**src/rtl/piso_pkg.sv**
```systemverilog
// Shared types and sizing helpers for the bit-serial tx/rx pair.
// Defining PISO_TX_PARITY_EN appends one even-parity bit to every frame.
package piso_pkg;

  typedef enum logic {
    IDLE  = 1'b0,
    SHIFT = 1'b1
  } state_e;

`ifdef PISO_TX_PARITY_EN
  localparam bit PARITY_EN = 1'b1;
`else
  localparam bit PARITY_EN = 1'b0;
`endif

  function automatic int cnt_w(input int n);
    return $clog2(n + 1);
  endfunction

  function automatic int nbits(input int width, input bit parity);
    return parity ? width + 1 : width;
  endfunction

endpackage

```
**src/rtl/piso_bit_cnt.sv**
```systemverilog
// Modulo-N bit position counter; clear wins over increment, reset wins over enable.
// tc flags the last position of a frame (count == N-1).
module piso_bit_cnt
  import piso_pkg::*;
#(
  parameter int N  = 8,
  parameter int CW = cnt_w(N)
) (
  input  logic clk,
  input  logic rst,
  input  logic en,
  input  logic clr,
  input  logic inc,
  output logic tc
);

  localparam logic [CW-1:0] LAST = CW'(N - 1);

  logic [CW-1:0] cnt_q, cnt_d;

  always_comb begin
    cnt_d = cnt_q;
    if (en) begin
      if (clr) begin
        cnt_d = '0;
      end else if (inc) begin
        cnt_d = (cnt_q == LAST) ? '0 : cnt_q + CW'(1);
      end
    end
  end

  always_ff @(posedge clk) begin
    if (rst) begin
      cnt_q <= '0;
    end else begin
      cnt_q <= cnt_d;
    end
  end

  assign tc = (cnt_q == LAST);

endmodule

```
**src/rtl/piso_tx.sv**
```systemverilog
// Parallel-in/serial-out transmitter: first bit one cycle after accept, din_ready during the last bit.
// With PISO_TX_PARITY_EN the even-parity bit rides in the shift register as the final bit.
module piso_tx
  import piso_pkg::*;
#(
  parameter int WIDTH     = 8,
  parameter bit MSB_FIRST = 1'b1
) (
  input  logic             clk,
  input  logic             Rs,
  input  logic             en,
  input  logic [WIDTH-1:0] din,
  input  logic             din_valid,
  output logic             din_ready,
  output logic             sout,
  output logic             sout_valid,
  output logic             sout_first,
  output logic             busy
);

  localparam int NBITS = nbits(WIDTH, PARITY_EN);
  localparam int CW    = cnt_w(NBITS);

  state_e           state_q, state_d;
  logic [NBITS-1:0] shreg_q, shreg_d;
  logic [NBITS-1:0] load_word, shifted;
  logic             sout_q, sout_d;
  logic             sout_valid_q, sout_valid_d;
  logic             sout_first_q, sout_first_d;
  logic             busy_q, busy_d;
  logic             cnt_tc, accept, in_shift;

  function automatic logic head(input logic [NBITS-1:0] w);
    return MSB_FIRST ? w[NBITS-1] : w[0];
  endfunction

`ifdef PISO_TX_PARITY_EN
  // Parity sits on the trailing end so it falls out after the data bits.
  assign load_word = MSB_FIRST ? {din, ^din} : {^din, din};
`else
  assign load_word = din;
`endif

  assign shifted   = MSB_FIRST ? (shreg_q << 1) : (shreg_q >> 1);
  assign in_shift  = (state_q == SHIFT);
  assign din_ready = en & (~in_shift | cnt_tc);
  assign accept    = din_valid & din_ready;

  piso_bit_cnt #(
    .N (NBITS),
    .CW(CW)
  ) u_bit_cnt (
    .clk(clk),
    .rst(Rs),
    .en (en),
    .clr(accept),
    .inc(in_shift),
    .tc (cnt_tc)
  );

  always_comb begin
    state_d      = state_q;
    shreg_d      = shreg_q;
    sout_d       = sout_q;
    sout_valid_d = sout_valid_q;
    sout_first_d = sout_first_q;
    busy_d       = busy_q;
    if (accept) begin
      state_d      = SHIFT;
      shreg_d      = load_word;
      sout_d       = head(load_word);
      sout_valid_d = 1'b1;
      sout_first_d = 1'b1;
      busy_d       = 1'b1;
    end else if (en && in_shift) begin
      if (cnt_tc) begin
        state_d      = IDLE;
        shreg_d      = '0;
        sout_d       = 1'b0;
        sout_valid_d = 1'b0;
        sout_first_d = 1'b0;
        busy_d       = 1'b0;
      end else begin
        shreg_d      = shifted;
        sout_d       = head(shifted);
        sout_valid_d = 1'b1;
        sout_first_d = 1'b0;
        busy_d       = 1'b1;
      end
    end
  end

  always_ff @(posedge clk) begin
    if (Rs) begin
      state_q      <= IDLE;
      shreg_q      <= '0;
      sout_q       <= 1'b0;
      sout_valid_q <= 1'b0;
      sout_first_q <= 1'b0;
      busy_q       <= 1'b0;
    end else begin
      state_q      <= state_d;
      shreg_q      <= shreg_d;
      sout_q       <= sout_d;
      sout_valid_q <= sout_valid_d;
      sout_first_q <= sout_first_d;
      busy_q       <= busy_d;
    end
  end

  assign sout       = sout_q;
  assign sout_valid = sout_valid_q;
  assign sout_first = sout_first_q;
  assign busy       = busy_q;

endmodule

```
**config.mk**
```make
export PLATFORM = sky130hd
export DESIGN_NAME = piso_tx
export DESIGN_NICKNAME = d
export VERILOG_FILES = /design/src/rtl/piso_pkg.sv /design/src/rtl/piso_bit_cnt.sv /design/src/rtl/piso_tx.sv
export SDC_FILE = /design/constraint.sdc
export NUM_CORES = 1
export LEC_CHECK = 0
export CAP_MARGIN = 20
export CORE_MARGIN = 2
export CORE_UTILIZATION = 47
export CTS_BUF_LIST = sky130_fd_sc_hd__clkbuf_2 sky130_fd_sc_hd__clkbuf_4 sky130_fd_sc_hd__clkbuf_8
export DETAILED_ROUTE_END_ITERATION = 8
export GPL_ROUTABILITY_DRIVEN = 0
export MAX_ROUTING_LAYER = met4
export PLACE_DENSITY = 0.83
export SYNTH_ARGS = -nofsm -noshare
export SYNTH_HDL_FRONTEND = slang
export SYNTH_HIERARCHICAL = 1
export SYNTH_SLANG_ARGS = --single-unit
```
**constraint.sdc**
```tcl
create_clock -name clk -period 1.6 [get_ports clk]
set_input_delay 0.48 -clock clk [delete_from_list [all_inputs] [get_ports clk]]
set_output_delay 0.48 -clock clk [all_outputs]
set_load 0.005 [all_outputs]
```
# After elaboration in Yosys (flattened, before gate mapping)
# Cells that the tools add are included.
# classes
n_addsub,1
eq_ne,1
mux,17
bitwise,4
reduce_logical,6
# op_table
cell,count
$mux W7,3
$mux W4,3
$mux W1,11
$reduce_bool A2 Y1,3
$add A4 B1 Y4 const B,1
$eq A4 B3 Y1 const B,1
$reduce_and A2 Y1,2
$and A1 B1 Y1,2
$logic_and A1 B1 Y1,1
$not A1 Y1,1
$or A1 B1 Y1,1
# totals
register_bits,15
inputBits,12
out_inout_bits,5
wordCells,35

# Depth between registers and ports, before layout
# Gate-level depths: netlist of run 1.
# depth
ltp_word,6
mapped_depth,10
ltp_nobuf,8

# Hierarchy
# The synthesis of run 1 kept the hierarchy.
# modules_own_cells
module,n_inst,cells_each,area_each_um2,seq_area_each_um2
piso_tx,1,71,620.6,220.2
piso_bit_cnt,1,26,210.2,80.1

# Worst setup path before layout of run 1
# Ideal clock, no wire load.
# synth_path
kind,reg2reg
start,reg u_bit_cnt.cnt_q[0]
end,reg u_bit_cnt.cnt_q[0]
setup_time_ns,0.120
t_arrival_ns,1.617
required_ns,1.480
slack_ns,-0.137
path_stages_with_launch,11
n_path_buf,2
period_less_slack_ns,1.737
path_cell_list,dfxtp_1 ha_1 nand2_1 nor2_1 buf_6 nor2b_4 buf_6 nor2_1 and3b_2 o211ai_1 a21oi_1
# synth_via
elab_chain_len,6
word_cells_on_any_way,10
classes_between,add/sub: 1; eq/ne: 1; mux: 3; bitwise: 3; reduce/logical: 2
# synth_lines
element,line,text
from (decl),piso_bit_cnt.sv:19,"logic [CW-1:0] cnt_q, cnt_d;"
from (signal assigned),piso_bit_cnt.sv:36,cnt_q <= cnt_d;
$eq A4 B3 Y1 (*),piso_bit_cnt.sv:40,assign tc = (cnt_q == LAST);
net cnt_tc,piso_tx.sv:31,"logic cnt_tc, accept, in_shift;"
$or A1 B1 Y1 (*),piso_tx.sv:46,assign din_ready = en & (~in_shift | cnt_tc);
$and A1 B1 Y1 (*),piso_tx.sv:46,
$and A1 B1 Y1 (*),piso_tx.sv:47,assign accept = din_valid & din_ready;
net accept,piso_tx.sv:31,
$reduce_bool A2 Y1 (no source line),-,
$reduce_and A2 Y1 (no source line),-,
# Mark *: on every way through the listed nets, which the timed path passes. The rest lies on a longest branch. The select of a mux whose other input is x is not followed.
# A chain may end at the register's enable or synchronous reset.

# Worst setup path in the final report of run 1
# layout_path
start,reg u_bit_cnt.cnt_q[0]
end,out din_ready
# layout_via
elab_chain_len,3
# layout_lines
element,line,text
$eq A4 B3 Y1,piso_bit_cnt.sv:40,
net cnt_tc,piso_tx.sv:31,
$or A1 B1 Y1,piso_tx.sv:46,
$and A1 B1 Y1,piso_tx.sv:46,
to (decl),piso_tx.sv:14,"output logic din_ready,"
# The timed path passes the listed nets, and every way through them passes these cells.

==> flow_summary.yaml, run 1 <==
place:
  place_area_um2: 1100
  dp_hpwl_um: 1420
  place_ws_ps: -541
  io_buffer_count: 16
cts:
  worstSkewPairLatency_ps: 280
  cts.clk_slew.worst_paths_ps: 90
  clk_path_buf_depth: 2
  cts_max_level: 1
  cts_tree: "built"
  clock_sinks: 15
  cts_root_buf: "clkbuf_4"
  cts_made_buffers: 3
drt:
  vias: 829
  first_iter_violations: 15
  ant_nets: 0
  drc: 0
  first_pass_iters: 4
  wl_um: 2030
  wl_per_cell_um: 14.0
  routed_via_density: 5.72
sta:
  drv_slew: 0
  max_freq_mhz: 568
  clock_skew_ps: 0.754
  period_share_pct: 110
  rsz0062_at_grt: "true"
  finalHoldViolCount: 0
  relSlewSlack_pct: 84.3
  setup_ws_ps: -160
  period_needed_ps: 1760
  fin_tns_setup_ps: -448
  finalSetupViolCount: 5
  worstMarginPinSlew_ps: 233
cells_and_area:
  diodes: 0
  layout-drive-gt1-share_pct: 28.1
  layout.nets: 142
  layout_commonest_cell: "buf_4"
  fin_util_pct: 68.3
  regArea_um2: 307
  final_cell_mix: "buf_4, clkdlybuf4s50_1, dfxtp_1, nor2_1"
  nFillCells: 144
  area_growth_pct: 38.9
  multiInputGateArea_um2: 492
  finalInstanceArea_um2: 1150
hold_path:
  hold_class: "flop to flop"
  hp-start: "shreg_q[0]$_SDFFE_PP0P_"
floorplanning:
  ios: 17
  start_util_pct: 49.2
  core_um2: 1690
  rows: 15
  dieArea_um2: 2120
  die_x_um: 46.0
  die_h_um: 46.0
run_status:
  violations: "negative setup slack"
  status: "finished, violations left"
yosys:
  synth_top_area_share_pct: 36.1
  synth.cell_area_um2: 831
  ys_ff_latch: 15
  synth.distinct_cells: 28
  synth.net_count: 110
  yosys.area.top_type: "dfxtp_1"
  synth_seq_area_share_pct: 36.1
  avgSynthCellArea_um2: 8.56
  yosys_warnings: 6
  synth_area_leaders: "dfxtp_1, a2bb2oi_1, a311oi_1, nor2b_1, nor2_1"
  syn_inst: 97
global_route:
  antenna_found_initial: 0
  grt_overflow_total: 0
  globalRouteTotalUtil_pct: 21.8
  grt_pass1_wl_um: 3280
  grt_max_degree: 18
  grt_pass1_vias: 802
job:
  max_cap_viol_count: 0
power:
  p_per_area_nw_per_um2: 710
  power_mw: 0.819
  leakage_nw: 0.478
  ir_worst_vdd_mv: 0.623
worst_setup_path:
  worstPathRequired_ps: 1120
  start_kind: "flop"
  endpoint_kind: "primary output"
  critPathKind: "flop to primary output"
  crit_start: "u_bit_cnt/cnt_q[0]$_SDFFE_PP0P_"
  worst-endpoint-arrival_ps: 1280
  r2r-start: "u_bit_cnt/cnt_q[0]$_SDFFE_PP0P_"
  critPathMaxFanout: 2
[synthesized netlist by cell type]
| cell type | instances |
|---|---|
| a21oi_1 | 7 |
| a2bb2oi_1 | 8 |
| a311oi_1 | 7 |
| a31oi_1 | 1 |
| and3_1 | 1 |
| and3b_2 | 1 |
| buf_2 | 2 |
| buf_4 | 2 |
| buf_6 | 2 |
| buf_8 | 1 |
| clkbuf_1 | 1 |
| dfxtp_1 | 15 |
| ha_1 | 1 |
| inv_1 | 2 |
| nand2_1 | 7 |
| nand3_1 | 7 |
| nand3b_1 | 1 |
| nand4b_1 | 2 |
| nor2_1 | 11 |
| nor2b_1 | 8 |
| nor2b_4 | 1 |
| nor3_1 | 1 |
| nor3b_1 | 1 |
| o211ai_1 | 1 |
| o21a_4 | 1 |
| o21ai_0 | 3 |
| o21ai_1 | 1 |
| or3b_1 | 1 |
[state kept, by name, summed over array words and instances (netlist names)]
signal           cells
u_bit_cnt/cnt_q      4
sout_first           1
sout                 1
shreg_q              7
busy                 1
in_shift             1
[final timing paths]
check / endpoint / slack [ps] / cells past startpoint
worst max-delay path: din_ready / -160 / 6
worst min-delay path: shreg_q[0]$_SDFFE_PP0P_ / 470 / 2
worst max register to register: u_bit_cnt/cnt_q[0]$_SDFFE_PP0P_ / 40 / 9
worst min register to register: shreg_q[0]$_SDFFE_PP0P_ / 470 / 2
[layout make-up]
type	instances	share of cell area (%)
tap	17	1.84
sequential	15	26.6
multi-input combinational	72	42.6
timing repair buffer	35	25.7
clock buffer	4	2.60
inverter	2	0.651
[through the flow]
stage	hold WS (ps)	std cells
4_1_cts	470	146
5_1_grt	505	145
3_3_place_gp	453	139
2_1_floorplan	437	97
3_5_place_dp	460	139
6_report	471	145
[routing by layer]
metal / track usage (%) / vias up / wire [µm]
li1: - / 417 / -
met1: 26.2 / 393 / 888
met2: 34.4 / 17 / 1060
met3: 6.35 / 2 / 59
met4: 7.43 / 0 / 17
met5: - / - / 0
[kinds of logic after synthesis]
| kind of cell | Yosys count | synth area share [%] |
|---|---|---|
| adders and majority gates | 1 | 1.51 |
| DFF | 15 | 36.1 |
| and+or+nand+nor | 42 | 27.6 |
| buffers and inverters | 10 | 8.88 |
| AOI/OAI and AO/OA | 29 | 25.9 |
[repair_timing]
action	CTS	global route
resized for setup	14	1
hold buffers	0	0
pin swaps	3	2
endpoints found under the setup margin	9	7
setup buffers	3	0
[where the power goes]
part           leakage (nW)  internal [mW]  switching, mW
Sequential            0.125          0.396         0.0118
Clock                0.0184          0.114          0.122
Combinational         0.335         0.0974         0.0785
[critical path, stage by stage, from the launching register on]
cell and delay (ps):
dfxtp_2 360, ha_4 150, nand2_4 50, nor2_4 110, nor2b_4 50, nor2b_1 130, buf_2 140
(Power assumes the default switching activity.)
==> run 2, diff against run 1 <==
GPL_ROUTABILITY_DRIVEN = default   (was 0)
==> results of run 2 <==
Same layout as run 1: the final DEF is identical, and so are final timing and power.
